--- src/rtl/wb_stage.sv ---
// Writeback stage: MEM/WB latch, result select, 8x16 register file with
// same-cycle bypass read ports, forwarding tap, HALT retirement and
// retired-instruction counter.
module wb_stage #(
    parameter int DATA_W = 16,
    parameter int NREG   = 8,
    parameter int REG_AW = 3
) (
    input  logic              clk,
    input  logic              rst,
    input  logic              stall,
    input  logic              flush,
    input  logic              memValid,
    input  logic [DATA_W-1:0] readData,
    input  logic [DATA_W-1:0] aluOut,
    input  logic [DATA_W-1:0] pcInc,
    input  logic              memToReg,
    input  logic              linkSel,
    input  logic              regWrite,
    input  logic [REG_AW-1:0] writeReg,
    input  logic              haltIn,
    input  logic [REG_AW-1:0] rdAddr1,
    input  logic [REG_AW-1:0] rdAddr2,
    output logic [DATA_W-1:0] rdData1,
    output logic [DATA_W-1:0] rdData2,
    output logic              fwdValid,
    output logic [REG_AW-1:0] fwdReg,
    output logic [DATA_W-1:0] fwdData,
    output logic              createdump,
    output logic              halted,
    output logic [15:0]       retireCnt
);

    logic              wb_valid;
    logic [DATA_W-1:0] wb_read_data;
    logic [DATA_W-1:0] wb_alu_out;
    logic [DATA_W-1:0] wb_pc_inc;
    logic              wb_mem_to_reg;
    logic              wb_link_sel;
    logic              wb_reg_write;
    logic [REG_AW-1:0] wb_write_reg;
    logic              wb_halt;

    logic [DATA_W-1:0] rf [NREG];
    logic [DATA_W-1:0] result;
    logic              commit;
    logic              ret;

    // MEM/WB pipeline latch: flush beats stall; flushed data fields simply hold
    always_ff @(posedge clk or negedge rst) begin
        if (!rst) begin
            wb_valid      <= 1'b0;
            wb_read_data  <= '0;
            wb_alu_out    <= '0;
            wb_pc_inc     <= '0;
            wb_mem_to_reg <= 1'b0;
            wb_link_sel   <= 1'b0;
            wb_reg_write  <= 1'b0;
            wb_write_reg  <= '0;
            wb_halt       <= 1'b0;
        end else if (flush) begin
            wb_valid <= 1'b0;
        end else if (!stall) begin
            wb_valid      <= memValid;
            wb_read_data  <= readData;
            wb_alu_out    <= aluOut;
            wb_pc_inc     <= pcInc;
            wb_mem_to_reg <= memToReg;
            wb_link_sel   <= linkSel;
            wb_reg_write  <= regWrite;
            wb_write_reg  <= writeReg;
            wb_halt       <= haltIn;
        end
    end

    // Result select and commit/retire qualification; a HALT never writes
    always_comb begin
        result = wb_link_sel ? wb_pc_inc : (wb_mem_to_reg ? wb_read_data : wb_alu_out);
        commit = wb_valid & wb_reg_write & ~wb_halt & ~halted;
        ret    = wb_valid & ~halted & ~stall;
    end

    // Register file write; a stalled committing instruction rewrites the same value
    always_ff @(posedge clk or negedge rst) begin
        if (!rst) begin
            for (int i = 0; i < NREG; i++) begin
                rf[i] <= '0;
            end
        end else if (commit) begin
            rf[wb_write_reg] <= result;
        end
    end

    // Read ports with write-before-read bypass from the committing WB instruction
    always_comb begin
        rdData1 = (commit && (rdAddr1 == wb_write_reg)) ? result : rf[rdAddr1];
        rdData2 = (commit && (rdAddr2 == wb_write_reg)) ? result : rf[rdAddr2];
        fwdValid = commit;
        fwdReg   = wb_write_reg;
        fwdData  = result;
    end

    // Retirement: counter, sticky halt and one-cycle dump pulse
    always_ff @(posedge clk or negedge rst) begin
        if (!rst) begin
            retireCnt  <= '0;
            halted     <= 1'b0;
            createdump <= 1'b0;
        end else begin
            createdump <= ret & wb_halt;
            if (ret) begin
                retireCnt <= retireCnt + 16'd1;
                if (wb_halt) begin
                    halted <= 1'b1;
                end
            end
        end
    end

endmodule

--- config.mk ---
export PLATFORM = sky130hd
export DESIGN_NAME = wb_stage
export DESIGN_NICKNAME = d
export VERILOG_FILES = /design/src/rtl/wb_stage.sv
export SDC_FILE = /design/constraint.sdc
export NUM_CORES = 1
export LEC_CHECK = 0
export BUFFER_PORTS_ARGS = -buffer_cell sky130_fd_sc_hd__buf_4
export CAP_MARGIN = 20
export CORE_MARGIN = 2
export CORE_UTILIZATION = 53
export DETAILED_ROUTE_END_ITERATION = 12
export GPL_ROUTABILITY_DRIVEN = 0
export PLACE_DENSITY = 0.86
export SYNTH_ARGS = -nofsm -noshare
export SYNTH_HDL_FRONTEND = slang
export SYNTH_SLANG_ARGS = --single-unit
--- constraint.sdc ---
create_clock -name clk -period 2 [get_ports clk]
set_clock_uncertainty 0.15 [all_clocks]
set_input_delay 0.1 -clock clk [delete_from_list [all_inputs] [get_ports clk]]
set_output_delay 0.1 -clock clk [all_outputs]
set_load 0.05 [all_outputs]
==> results.md, run 1 <==
* Status: finished with violations
* Failing checks: negative setup slack
* Placed Instance Area at between 0.01 and 0.015 sq mm
* CP dominant cell by count: buf_6
* Filler cells at about 990
* Max Freq at 411.3 MHz
* Sequential cell area fraction in the yosys report at 49.67%
* DR pass1 iterations at 5
* Slew HR at roughly two thirds
* Starting Density at 54.22%
* Lkg Pwr at approximately 6.6 nW
* Vias in the first global route at roughly 8600
* CTS Buffer Depth at 3
* GRT Util Overall at 30.43%
* Worst-path cell chain: and4bb_4 -> nand4_1 -> buf_6 -> clkbuf_16 -> a21oi_4 -> buf_6
* Final cell count without fillers at ~1300
* Chip Width at 142.6 microns
* WP buf/inv at 3
* Largest Register: rf
* Setup WS post-layout at -0.4316 ns
* First DRT Iteration DRCs at 673
* WL final at 32870 microns
* Setup TNS after final layout at -22.73 ns
* PwrDens at 993.8 mW/mm^2
* CTS clk-pin slew, worst paths at 0.06 ns
* Largest stage delay, worst path at 0.41 ns
* Core Box Area at 0.01877 sq mm
* Syn_area_per_cell at 12.77 sq um
* Seq cells post-synth at between 200 and 250
* CTS H-tree lvls at 1
* Syn-to-layout area delta at 46.35%
* Largest net degree at the start of global routing at 54
* Die ar. at 0.02032 sq mm
* Die H at 142.6 microns
* Max stage delay cell, worst path: dfrtp_2
* Synth async-reset ratio at between 90% and 100%
* Global-route wire length before repair at 47410 microns
* Number of enable flip-flop cells after synthesis at 0
* IO Pins at between 100 and 150
* N_diodes at 0
* Unrepaired setup endpoints after global routing: true
* Root Driver: clkbuf_16
* Layout Nets at 1135
* Vias per inst at 6.243
* Final Hold Fails at 0
* Setup violations, final at ~120
* Rows at 50
* CTS tree: built
* Clock Latency Late Sink at 0.50 ns
* Critical path type: flop to output pin
* Hold Path Class: input port to flop
* Largest delay share family, worst path: buffers and inverters
* Worst endpoint data arrival time at roughly 2.2 ns
* Most frequent cells in the layout: dfrtp_1, buf_4, nand2_1, mux2_2, dlygate4sd3_1
* Overflow after GRT at 0
* Critical Path RT at 1.75 ns
* Largest register FFs at 128
* Crit-path max FO at 8
* Commonest non-fill, non-tap cell in the layout: dfrtp_1
* Drt wl/cell at 24.96 microns
* Hold WS at about 0.23 ns
* Synthesized instance count at 797
* Maxcap violations at 0
* Design Area, Final at 0.01489 sq mm
* IO buf count at 135
* Mapped cell area at 0.01018 sq mm
* DRC violations left at 0
* Top_reg_cell synth: dfrtp_1
* CTS Buf Count at 22
* Actual slew at the worst max-slew pin at 0.5073 ns
* Syn_nets at approximately 860
* Share of cells above drive strength 1 at 52.35%
* Placed insts at 1170
* Routed Antenna Nets at 0
* Distinct cell type count after synthesis at 32
* Final Cycle Share at 121.6%
* Initial antenna violation count at 0
* Clock sinks at 202
* Tmin final at 2.432 ns
* VDD IR-drop max at 971.9 uV
* Crit end category: output pin
* Synth warn at 0
* Reg2reg setup slack at -0.26 ns
* Max-slew violations at 0
* CP startpoint kind: flop
* Core Util, Final at 79.35%
* Via count at 8222
* DP Wirelength at approximately 18000 microns
## tightest hold or removal path, stage by stage
cell and delay, ns:
dlygate4sd3_1 0.53, buf_4 0.10, mux2_2 0.12
## synthesized netlist by cell type, types with 2 or more instances
library cell  instances  area (sq um)
a21oi_1              32         160.2
o21ai_0              64         320.3
mux4_2               64          1441
inv_1                16         60.06
clkbuf_1             37         138.9
buf_6                 4         45.04
nand4_1               5         31.28
nand4b_1              2         17.52
o21a_1               16         120.1
nand3_1               4         20.02
nor3b_4               2         37.54
mux2i_1              49         490.5
buf_2                15         75.07
xnor2_1              17         148.9
and3_1                4         25.02
nor2_1               36         135.1
buf_4                 2         15.01
mux2_2              120          1351
nand2_1              87         326.6
xor2_1                4         35.03
and4_1                3         26.28
dfrtp_1             202          5055
nor3b_1               2         15.01
or2_2                 2         12.51
## metrics by stage
step | total power, mW | worst slack, ns
after floorplan | 8.054 | -0.2936
after global placement | 9.309 | -0.001636
after detailed placement | 9.483 | -0.03566
after CTS | 14.25 | -0.3766
after global routing | 15.27 | -0.4671
final | 14.80 | -0.4316
## kinds of logic (layout without fill, tap and decap cells)
group,after synthesis,in the layout,share of synthesized area [%]
adders and majority gates,1,1,0.1229
xor gates and xnor gates,21,21,1.807
and+or+nand+nor,153,153,6.910
AOI/OAI and AO/OA,112,112,5.902
DFF,202,202,49.67
buffers and inverters,75,361,3.320
muxes,233,233,32.26
## final timing paths
check	startpoint	endpoint	depth (start not counted)
worst min-delay path	memToReg	wb_mem_to_reg$_DFFE_PN0P_	3
worst min register to register	wb_alu_out[11]$_DFFE_PN0P_	wb_alu_out[11]$_DFFE_PN0P_	1
max in group asynchronous	rst	rf[57]$_DFFE_PN0P_	4
min in group asynchronous	rst	rf[121]$_DFFE_PN0P_	3
worst max-delay path	halted$_DFFE_PN0P_	rdData1[2]	6
worst max register to register	halted$_DFFE_PN0P_	rf[88]$_DFFE_PN0P_	7
## layer usage
metal / GRT usage, % / routed length [microns] / up-vias
met4: 13.29 / 1717 / 0
li1: - / - / 3422
met5: 0 / 0 / -
met1: 37.90 / 12070 / 4185
met3: 5.922 / 2388 / 127
met2: 52.02 / 16690 / 488
## timing repair
| action | 4_1_cts | 5_1_grt |
|---|---|---|
| hold buffers | 66 | 0 |
| setup buffers | 24 | 14 |
| gates resized for setup | 130 | 85 |
| endpoints found under the setup margin | 51 | 101 |
| pin swaps | 12 | 22 |
| gates cloned | 4 | 3 |
| endpoints found under the hold margin | 263 | 0 |
## where the power goes
part	switching [mW]	leakage (nW)	total, mW	internal, mW
Sequential	0.601	2.65	5.36	4.76
Clock	1.69	0.367	4.24	2.55
Combinational	2.71	3.60	5.20	2.49
Total	5.00	6.62	14.8	9.80
## final cells by class
type                       instances  area (sq um)  share of cell area, %
clock buffer                      34         666.9                  4.478
clock inverter                     5         78.83                 0.5293
inverter                          16         108.9                 0.7309
multi-input combinational        520          5567                  37.38
sequential                       202          5061                  33.98
tap                              234         292.8                  1.966
timing repair buffer             306          3118                  20.94
Note: power is estimated with default switching activity, not from simulation.
==> run 2, diff against run 1 <==
- CORE_UTILIZATION: 53 -> 50
- PLACE_DENSITY: 0.86 -> 0.82
==> run 2 against run 1 <==
  * Sequential share of layout area shrank 0.70 points
  * Critical path depth grew 1
  * Via count shrank 0.68%
  * The flow still finishes with violations (negative setup slack)
  * Sequential power is essentially flat
  * Sequential cell count is the same
  * Critical endpoint is now rdData2[5]
  * Cell area grew 2.1%
  * Count of clock-buffer cells in the layout shrank 1
  * Final cell count grew 3.4%
  * Non-clock buffer count grew 8
==> results.md, run 2 (synthesis results as in run 1) <==
* Crit end category: output pin (unchanged)
* PwrDens at 972.3 mW/mm^2 (was 993.8 mW/mm^2)
* CTS tree: built (unchanged)
* Critical path type: flop to output pin (unchanged)
* Hold Path Class: input port to flop (unchanged)
* Worst endpoint data arrival time at 2.09 ns (was 2.18 ns)
* Status: finished with violations (unchanged)
* IO Pins at 136 (unchanged)
* Critical Path RT at 1.75 ns (about the same)
* Final Cycle Share at 117.0% (was 121.6%)
* Final Hold Fails at 0 (unchanged)
* Layout Nets at 1144 (was 1135)
* DP Wirelength at 16920 microns (was 17590 microns)
* Largest register FFs at 128 (unchanged)
* Unrepaired setup endpoints after global routing: true (unchanged)
* CTS H-tree lvls at 1 (unchanged)
* Die ar. at 0.02151 sq mm (was 0.02032 sq mm)
* Root Driver: clkbuf_16 (unchanged)
* Actual slew at the worst max-slew pin at 0.4304 ns (was 0.5073 ns)
* Die H at 146.7 microns (was 142.6 microns)
* Final cell count without fillers at 1362 (was 1317)
* Clock Latency Late Sink at 0.49 ns (was 0.50 ns)
* N_diodes at 0 (unchanged)
* IO buf count at 135 (unchanged)
* WL final at 33480 microns (was 32870 microns)
* Largest Register: rf (unchanged)
* Starting Density at 50.62% (was 54.22%)
* First DRT Iteration DRCs at 556 (was 673)
* Vias per inst at 5.996 (was 6.243)
* Design Area, Final at 0.01520 sq mm (was 0.01489 sq mm)
* Max Freq at 427.5 MHz (was 411.3 MHz)
* VDD IR-drop max at 679.1 uV (was 971.9 uV)
* Lkg Pwr at 6.730 nW (was 6.617 nW)
* Core Box Area at 0.02010 sq mm (was 0.01877 sq mm)
* Share of cells above drive strength 1 at 53.66% (was 52.35%)
* Global-route wire length before repair at 47520 microns (was 47410 microns)
* CTS clk-pin slew, worst paths at 0.06 ns (about the same)
* Drt wl/cell at 24.58 microns (was 24.96 microns)
* Clock sinks at 202 (unchanged)
* Largest net degree at the start of global routing at 59 (was 54)
* Maxcap violations at 0 (unchanged)
* Routed Antenna Nets at 0 (unchanged)
* CP startpoint kind: flop (unchanged)
* Initial antenna violation count at 0 (unchanged)
* Overflow after GRT at 0 (unchanged)
* Setup WS post-layout at -0.3393 ns (was -0.4316 ns)
* CTS Buffer Depth at 3 (unchanged)
* Most frequent cells in the layout: dfrtp_1, buf_4, nand2_1, mux2_2, mux4_2 (was dfrtp_1, buf_4, nand2_1, mux2_2, dlygate4sd3_1)
* Rows at 52 (was 50)
* Chip Width at 146.7 microns (was 142.6 microns)
* Placed insts at 1199 (was 1170)
* Max-slew violations at 0 (unchanged)
* DR pass1 iterations at 5 (unchanged)
* Via count at 8166 (was 8222)
* DRC violations left at 0 (unchanged)
* Commonest non-fill, non-tap cell in the layout: dfrtp_1 (unchanged)
* Vias in the first global route at 8527 (was 8555)
* Crit-path max FO at 8 (unchanged)
* Syn-to-layout area delta at 49.42% (was 46.35%)
* Slew HR at 70.48% (was 66.18%)
* CTS Buf Count at 23 (was 22)
* Setup violations, final at 112 (was 118)
* GRT Util Overall at 28.50% (was 30.43%)
* Placed Instance Area at 0.01240 sq mm (was 0.01238 sq mm)
* Tmin final at 2.339 ns (was 2.432 ns)
* Failing checks: negative setup slack (unchanged)
==> run 2: cell types whose count changed in the layout (fill, tap and decap cells not counted), moves of 4 or more <==
cell           change
inv_4              -6
mux2_2             +8
buf_12             +6
nor2_2            -10
nor2_4            +13
dlygate4sd3_1      -6
mux2_4             -8
clkinv_2           +4
==> run 2: per-layer routing <==
layer	vias up	wire [microns]	global-route usage, %
li1	3442	-	-
met1	4159	12590	34.97
met2	439	16780	48.94
met3	126	2284	5.906
met4	0	1825	12.57
met5	-	0	0
==> run 2: through the flow <==
step | util (%) | setup slack [ns] | TNS [ns] | power [mW] | hold slack, ns
after detailed placement | 61.66 | 0.02941 | 0 | 9.471 | -0.08757
after global routing | 75.63 | -0.3982 | -27.45 | 15.29 | 0.2299
after global placement | 61.66 | 0.04237 | 0 | 9.318 | -0.08854
final | 75.63 | -0.3393 | -19.55 | 14.78 | 0.2356
after CTS | 72.32 | -0.3089 | -11.01 | 14.21 | 0.2195
after floorplan | - | -0.2936 | -16.55 | 8.054 | -0.3456
==> run 2: critical path: stages, from the launching register on <==
cell and delay (ns):
dfrtp_1 0.38, and4bb_2 0.27, nand4_1 0.10, buf_6 0.20
clkbuf_16 0.24, nor2_4 0.05, a21oi_4 0.16, buf_6 0.18
==> run 2: repair_timing <==
item,in CTS,in global routing
gates resized for setup,146,86
buffers inserted,27,26
gates cloned,6,5
endpoints found under the hold margin,264,0
hold buffers,60,0
pin swaps,26,28
setup endpoints to repair,48,94
==> run 2: final cells by class <==
type / count / area (sq um)
timing repair buffer: 314 / 3333
sequential: 202 / 5061
fill: 1082 / 4900
inverter: 16 / 113.9
clock inverter: 7 / 60.06
multi-input combinational: 520 / 5625
tap: 270 / 337.8
clock buffer: 33 / 673.1
==> run 2: path summary, 6_finish.rpt <==
| path | cells past startpoint | slack (ns) | startpoint | to |
|---|---|---|---|---|
| min in group asynchronous | 3 | 0.48 | rst | rf[58]$_DFFE_PN0P_ |
| setup reg to reg | 8 | -0.21 | halted$_DFFE_PN0P_ | rf[52]$_DFFE_PN0P_ |
| setup / recovery | 7 | -0.34 | wb_valid$_DFFE_PN0P_ | rdData2[5] |
| max in group asynchronous | 4 | 0.53 | rst | wb_mem_to_reg$_DFFE_PN0P_ |
| hold reg to reg | 1 | 0.36 | wb_pc_inc[5]$_DFFE_PN0P_ | wb_pc_inc[5]$_DFFE_PN0P_ |
| hold / removal | 3 | 0.24 | aluOut[6] | wb_alu_out[6]$_DFFE_PN0P_ |
==> run 2: where the power goes <==
group / leakage (nW) / internal [mW] / switching, mW
Sequential: 2.65 / 4.76 / 0.592
Combinational: 3.71 / 2.58 / 2.74
Clock: 0.369 / 2.45 / 1.66
Total: 6.73 / 9.79 / 4.99
==> run 3, diff against run 2 <==
- ABC_AREA: default -> 1
- PLACE_DENSITY: 0.82 -> 0.79
- clock period: 2 -> 2.9 ns (I/O delays scaled with it)
==> run 3 against run 2 <==
  * Critical path type unchanged
  * Non-clock buffer count fell by 72
  * Total power fell by 48%
  * Largest cell class unchanged
  * Highest routed layer is now met5
  * Via count rose by 42%
  * Final cell count rose by 54%
  * Utilization fell by 13 points
  * The run now ends clean
  * Sequential power fell by 43%
  * Worst setup slack improved by 0.46 ns
  * Critical endpoint is now rdData1[4]
  * Critical path depth rose by 2
  * Register-to-register slack improved by 0.93 ns
  * Cell area fell by 7.3%
  * Area after synthesis rose by 13%
==> results.md, run 3 <==
* Multi-input logic area at 0.005274 sq mm (was 0.005625 sq mm)
* Status: finished, final reports clean (was finished with violations)
* Ranking of synthesized cells by area: dfrtp_1, nand2_1, nand3_1 (was dfrtp_1, mux4_2, mux2_2)
* Post-CTS setup buffer count at 0 (was 27)
* Largest net degree at the start of global routing at 92 (was 59)
* Synth warn at 0 (unchanged)
* Share of cells above drive strength 1 at 16.18% (was 53.66%)
* First DRT Iteration DRCs at 1465 (was 556)
* WL final at 37620 microns (was 33480 microns)
* Distinct cell type count after synthesis at 30 (was 32)
* Yosys top cell area share at 44.08% (was 49.67%)
* Clock Latency Late Sink at 0.52 ns (was 0.49 ns)
* Clock sinks at 202 (unchanged)
* Power share of the combinational group at 22.2% (was 35.9%)
* Core Util, Final at 62.43% (was 75.63%)
* CTS Buffer Depth at 3 (unchanged)
* GR Util met3 at 5.515% (was 5.906%)
* CTS tree: built (unchanged)
* Reg2Reg Depth at 6 (was 8)
* Root Driver: clkbuf_16 (unchanged)
* Overflow after GRT at 0 (unchanged)
* Reg area at 0.005056 sq mm (was 0.005061 sq mm)
* Final Hold Fails at 0 (unchanged)
* Via count at 11620 (was 8166)
* Vias in the first global route at 11423 (was 8527)
* GRT Util Overall at 31.51% (was 28.50%)
* Design Area, Final at 0.01409 sq mm (was 0.01520 sq mm)
* Critical Path RT at 2.61 ns (was 1.75 ns)
* Synthesized instance count at 1633 (was 797)
* Largest register FFs at 128 (unchanged)
* Crit end category: output pin (unchanged)
* Max-slew violations at 0 (unchanged)
* Hold Path Class: input port to async pin (was input port to flop)
* Global-route wire length before repair at 59890 microns (was 47520 microns)
* Number of enable flip-flop cells after synthesis at 0 (unchanged)
* Seq cells post-synth at 202 (unchanged)
* IO buf count at 135 (unchanged)
* R2r startpoint: fwdReg[0]$_DFFE_PN0P_ (was halted$_DFFE_PN0P_)
* Syn-to-layout area delta at 22.88% (was 49.42%)
* CTS Buf Count at 23 (unchanged)
* Slew HR at 47.40% (was 70.48%)
* IO Pins at 136 (unchanged)
* Layout Nets at 1869 (was 1144)
* GR Util met2 at 51.35% (was 48.94%)
* PwrDens at 542.5 mW/mm^2 (was 972.3 mW/mm^2)
* Maxcap violations at 0 (unchanged)
* Rows at 55 (was 52)
* Sequential cell area fraction in the yosys report at 44.08% (was 49.67%)
* CTS clk-pin slew, worst paths at 0.06 ns (about the same)
* Die H at 155.5 microns (was 146.7 microns)
* Reg2reg setup slack at 0.72 ns (was -0.21 ns)
* Chip Width at 155.5 microns (was 146.7 microns)
* Syn_nets at 1700 (was 864)
* Actual slew at the worst max-slew pin at 0.7890 ns (was 0.4304 ns)
* Filler cells at 1981 (was 1082)
* Most Crowded Layer GR: met2 (unchanged)
* Core Box Area at 0.02257 sq mm (was 0.02010 sq mm)
* Starting Density at 50.81% (was 50.62%)
* Critical path type: flop to output pin (unchanged)
* Setup violations, final at 0 (was 112)
* Hold WS at 0.1080 ns (was 0.2356 ns)
* Max Freq at 360.2 MHz
* Tmin final at 2.776 ns
* Drt wl/cell at 17.89 microns (was 24.58 microns)
* CP startpoint kind: flop (unchanged)
* Initial antenna violation count at 1 (was 0)
* Synth area leader: dfrtp_1 (unchanged)
* Unrepaired setup endpoints after global routing: false (was true)
* Overall power at 7.646 mW (was 14.78 mW)
* Top_reg_cell synth: dfrtp_1 (unchanged)
* Vias per inst at 5.525 (was 5.996)
* Synth top cells by count: nand2_1, nand3_1, dfrtp_1, inv_1, buf_2 (was dfrtp_1, mux2_2, nand2_1, mux4_2, o21ai_0)
* Syn_area_per_cell at 7.023 sq um (was 12.77 sq um)
* Sw Ratio at 31.57% (was 33.76%)
* Crit-path max FO at 16 (was 8)
* Most frequent cells in the layout: nand2_1, nand3_1, dfrtp_1, buf_4, inv_1 (was dfrtp_1, buf_4, nand2_1, mux2_2, mux4_2)
* Lkg Pwr at 7.617 nW (was 6.730 nW)
* Routed Antenna Nets at 0 (unchanged)
* GR Util met1 at 41.47% (was 34.97%)
* DP Wirelength at 22620 microns (was 16920 microns)
* Commonest non-fill, non-tap cell in the layout: nand2_1 (was dfrtp_1)
* Die ar. at 0.02416 sq mm (was 0.02151 sq mm)
* DR pass1 iterations at 6 (was 5)
* Setup TNS after final layout at 0 ns (was -19.55 ns)
* Worst endpoint data arrival time at 2.48 ns (was 2.09 ns)
* P_sw at 2.414 mW (was 4.991 mW)
* Placed Instance Area at 0.01265 sq mm (was 0.01240 sq mm)
* DRC violations left at 0 (unchanged)
* Synth async-reset ratio at 100.0% (unchanged)
* FF-to-FF End: rf[99]$_DFFE_PN0P_ (was rf[52]$_DFFE_PN0P_)
* CTS H-tree lvls at 1 (unchanged)
* Final Cycle Share at ~96%
* Clock power share at 38.2% (was 27.8%)
* Internal power at 5.232 mW (was 9.792 mW)
* Mapped cell area at 0.01147 sq mm (was 0.01018 sq mm)
* Sequential power share at 39.6% (was 36.2%)
* Largest Register: rf (unchanged)
* Most frequent cell after synthesis: nand2_1 (was dfrtp_1)
* VDD IR-drop max at 395.7 uV (was 679.1 uV)
run 3: changes by cell type in the layout (fill, tap and decap cells not counted), sizes merged, moves of 9 or more:
| cell | previous run | this run |
|---|---|---|
| dlygate4sd3 | 60 | 69 |
| mux2i | 49 | 0 |
| nand3 | 4 | 233 |
| mux2 | 120 | 48 |
| buf | 248 | 172 |
| o21a | 16 | 0 |
| nand2 | 87 | 766 |
| xnor2 | 17 | 1 |
| inv | 9 | 162 |
| o21ai | 64 | 24 |
| nor2 | 37 | 47 |
| mux4 | 64 | 0 |
run 3: critical path, stage by stage, from the launching register on:
cell and delay (ns):
dfrtp_1 0.51, inv_2 0.21, nand2_1 0.07, nand2_1 0.07, nor2_2 0.04, nand2_2 0.26, clkinv_2 0.38, nand2_1 0.14
nand2_1 0.07, buf_4 0.19
run 3: kinds of logic (layout without fill, tap and decap cells):
kind of cell               Yosys count  after routing  synth area share, %
and+or+nand+nor                   1055           1055                37.99
AOI/OAI and AO/OA                   57             57                2.488
adders and majority gates            1              1               0.1091
other                                0              1                    0
buffers and inverters              263            447                10.09
xor gates and xnor gates             7              7               0.5346
DFF                                202            202                44.08
muxes                               48             48                4.713
run 3: power by group through the flow:
stage | Combinational (mW) | Clock (mW) | Sequential [mW]
after detailed placement | 1.59 | 0 | 3.08
after CTS | 1.68 | 2.95 | 3.03
after floorplan | 1.02 | 0 | 3.05
after global routing | 1.80 | 3.06 | 3.04
final | 1.69 | 2.92 | 3.03
after global placement | 1.57 | 0 | 3.07
run 3: final cells by class:
class                           count  area share (%)
Antenna cell                        1         0.01776
Sequential cell                   202           35.88
Multi-Input combinational cell   1168           37.42
Clock buffer                       31           4.581
Tap cell                          285           2.530
Timing Repair Buffer              242           14.43
Inverter                          165           4.439
Clock inverter                      9          0.7014
run 3: how the worst max path moves through the flow:
stage,endpoint,startpoint
6_report,rdData1[4],fwdReg[0]$_DFFE_PN0P_
4_1_cts,rdData2[10],wb_mem_to_reg$_DFFE_PN0P_
3_5_place_dp,rdData2[10],wb_mem_to_reg$_DFFE_PN0P_
2_1_floorplan,rdData2[5],fwdReg[2]$_DFFE_PN0P_
5_1_grt,rdData1[5],fwdReg[2]$_DFFE_PN0P_
3_3_place_gp,rdData2[13],wb_mem_to_reg$_DFFE_PN0P_
run 3: stage by stage:
step           worst slack, ns  cells
2_1_floorplan           0.7278   1633
3_3_place_gp            0.7216   1993
3_5_place_dp            0.6417   1993
4_1_cts                0.08327   2102
5_1_grt                0.03058   2102
6_report                0.1236   2103
run 3: repair_timing:
item	in CTS	in global routing
endpoints found under the hold margin	152	0
resized for setup	0	2
hold buffers	69	0
setup endpoints to repair	0	11
run 3: metal layers:
metal	wire length, microns	share of wire (%)	up-vias
met4	1381	3.7	2
met5	11	0.029	-
met2	17700	47	701
met1	14470	38	5418
met3	4060	11	128
li1	-	-	5371
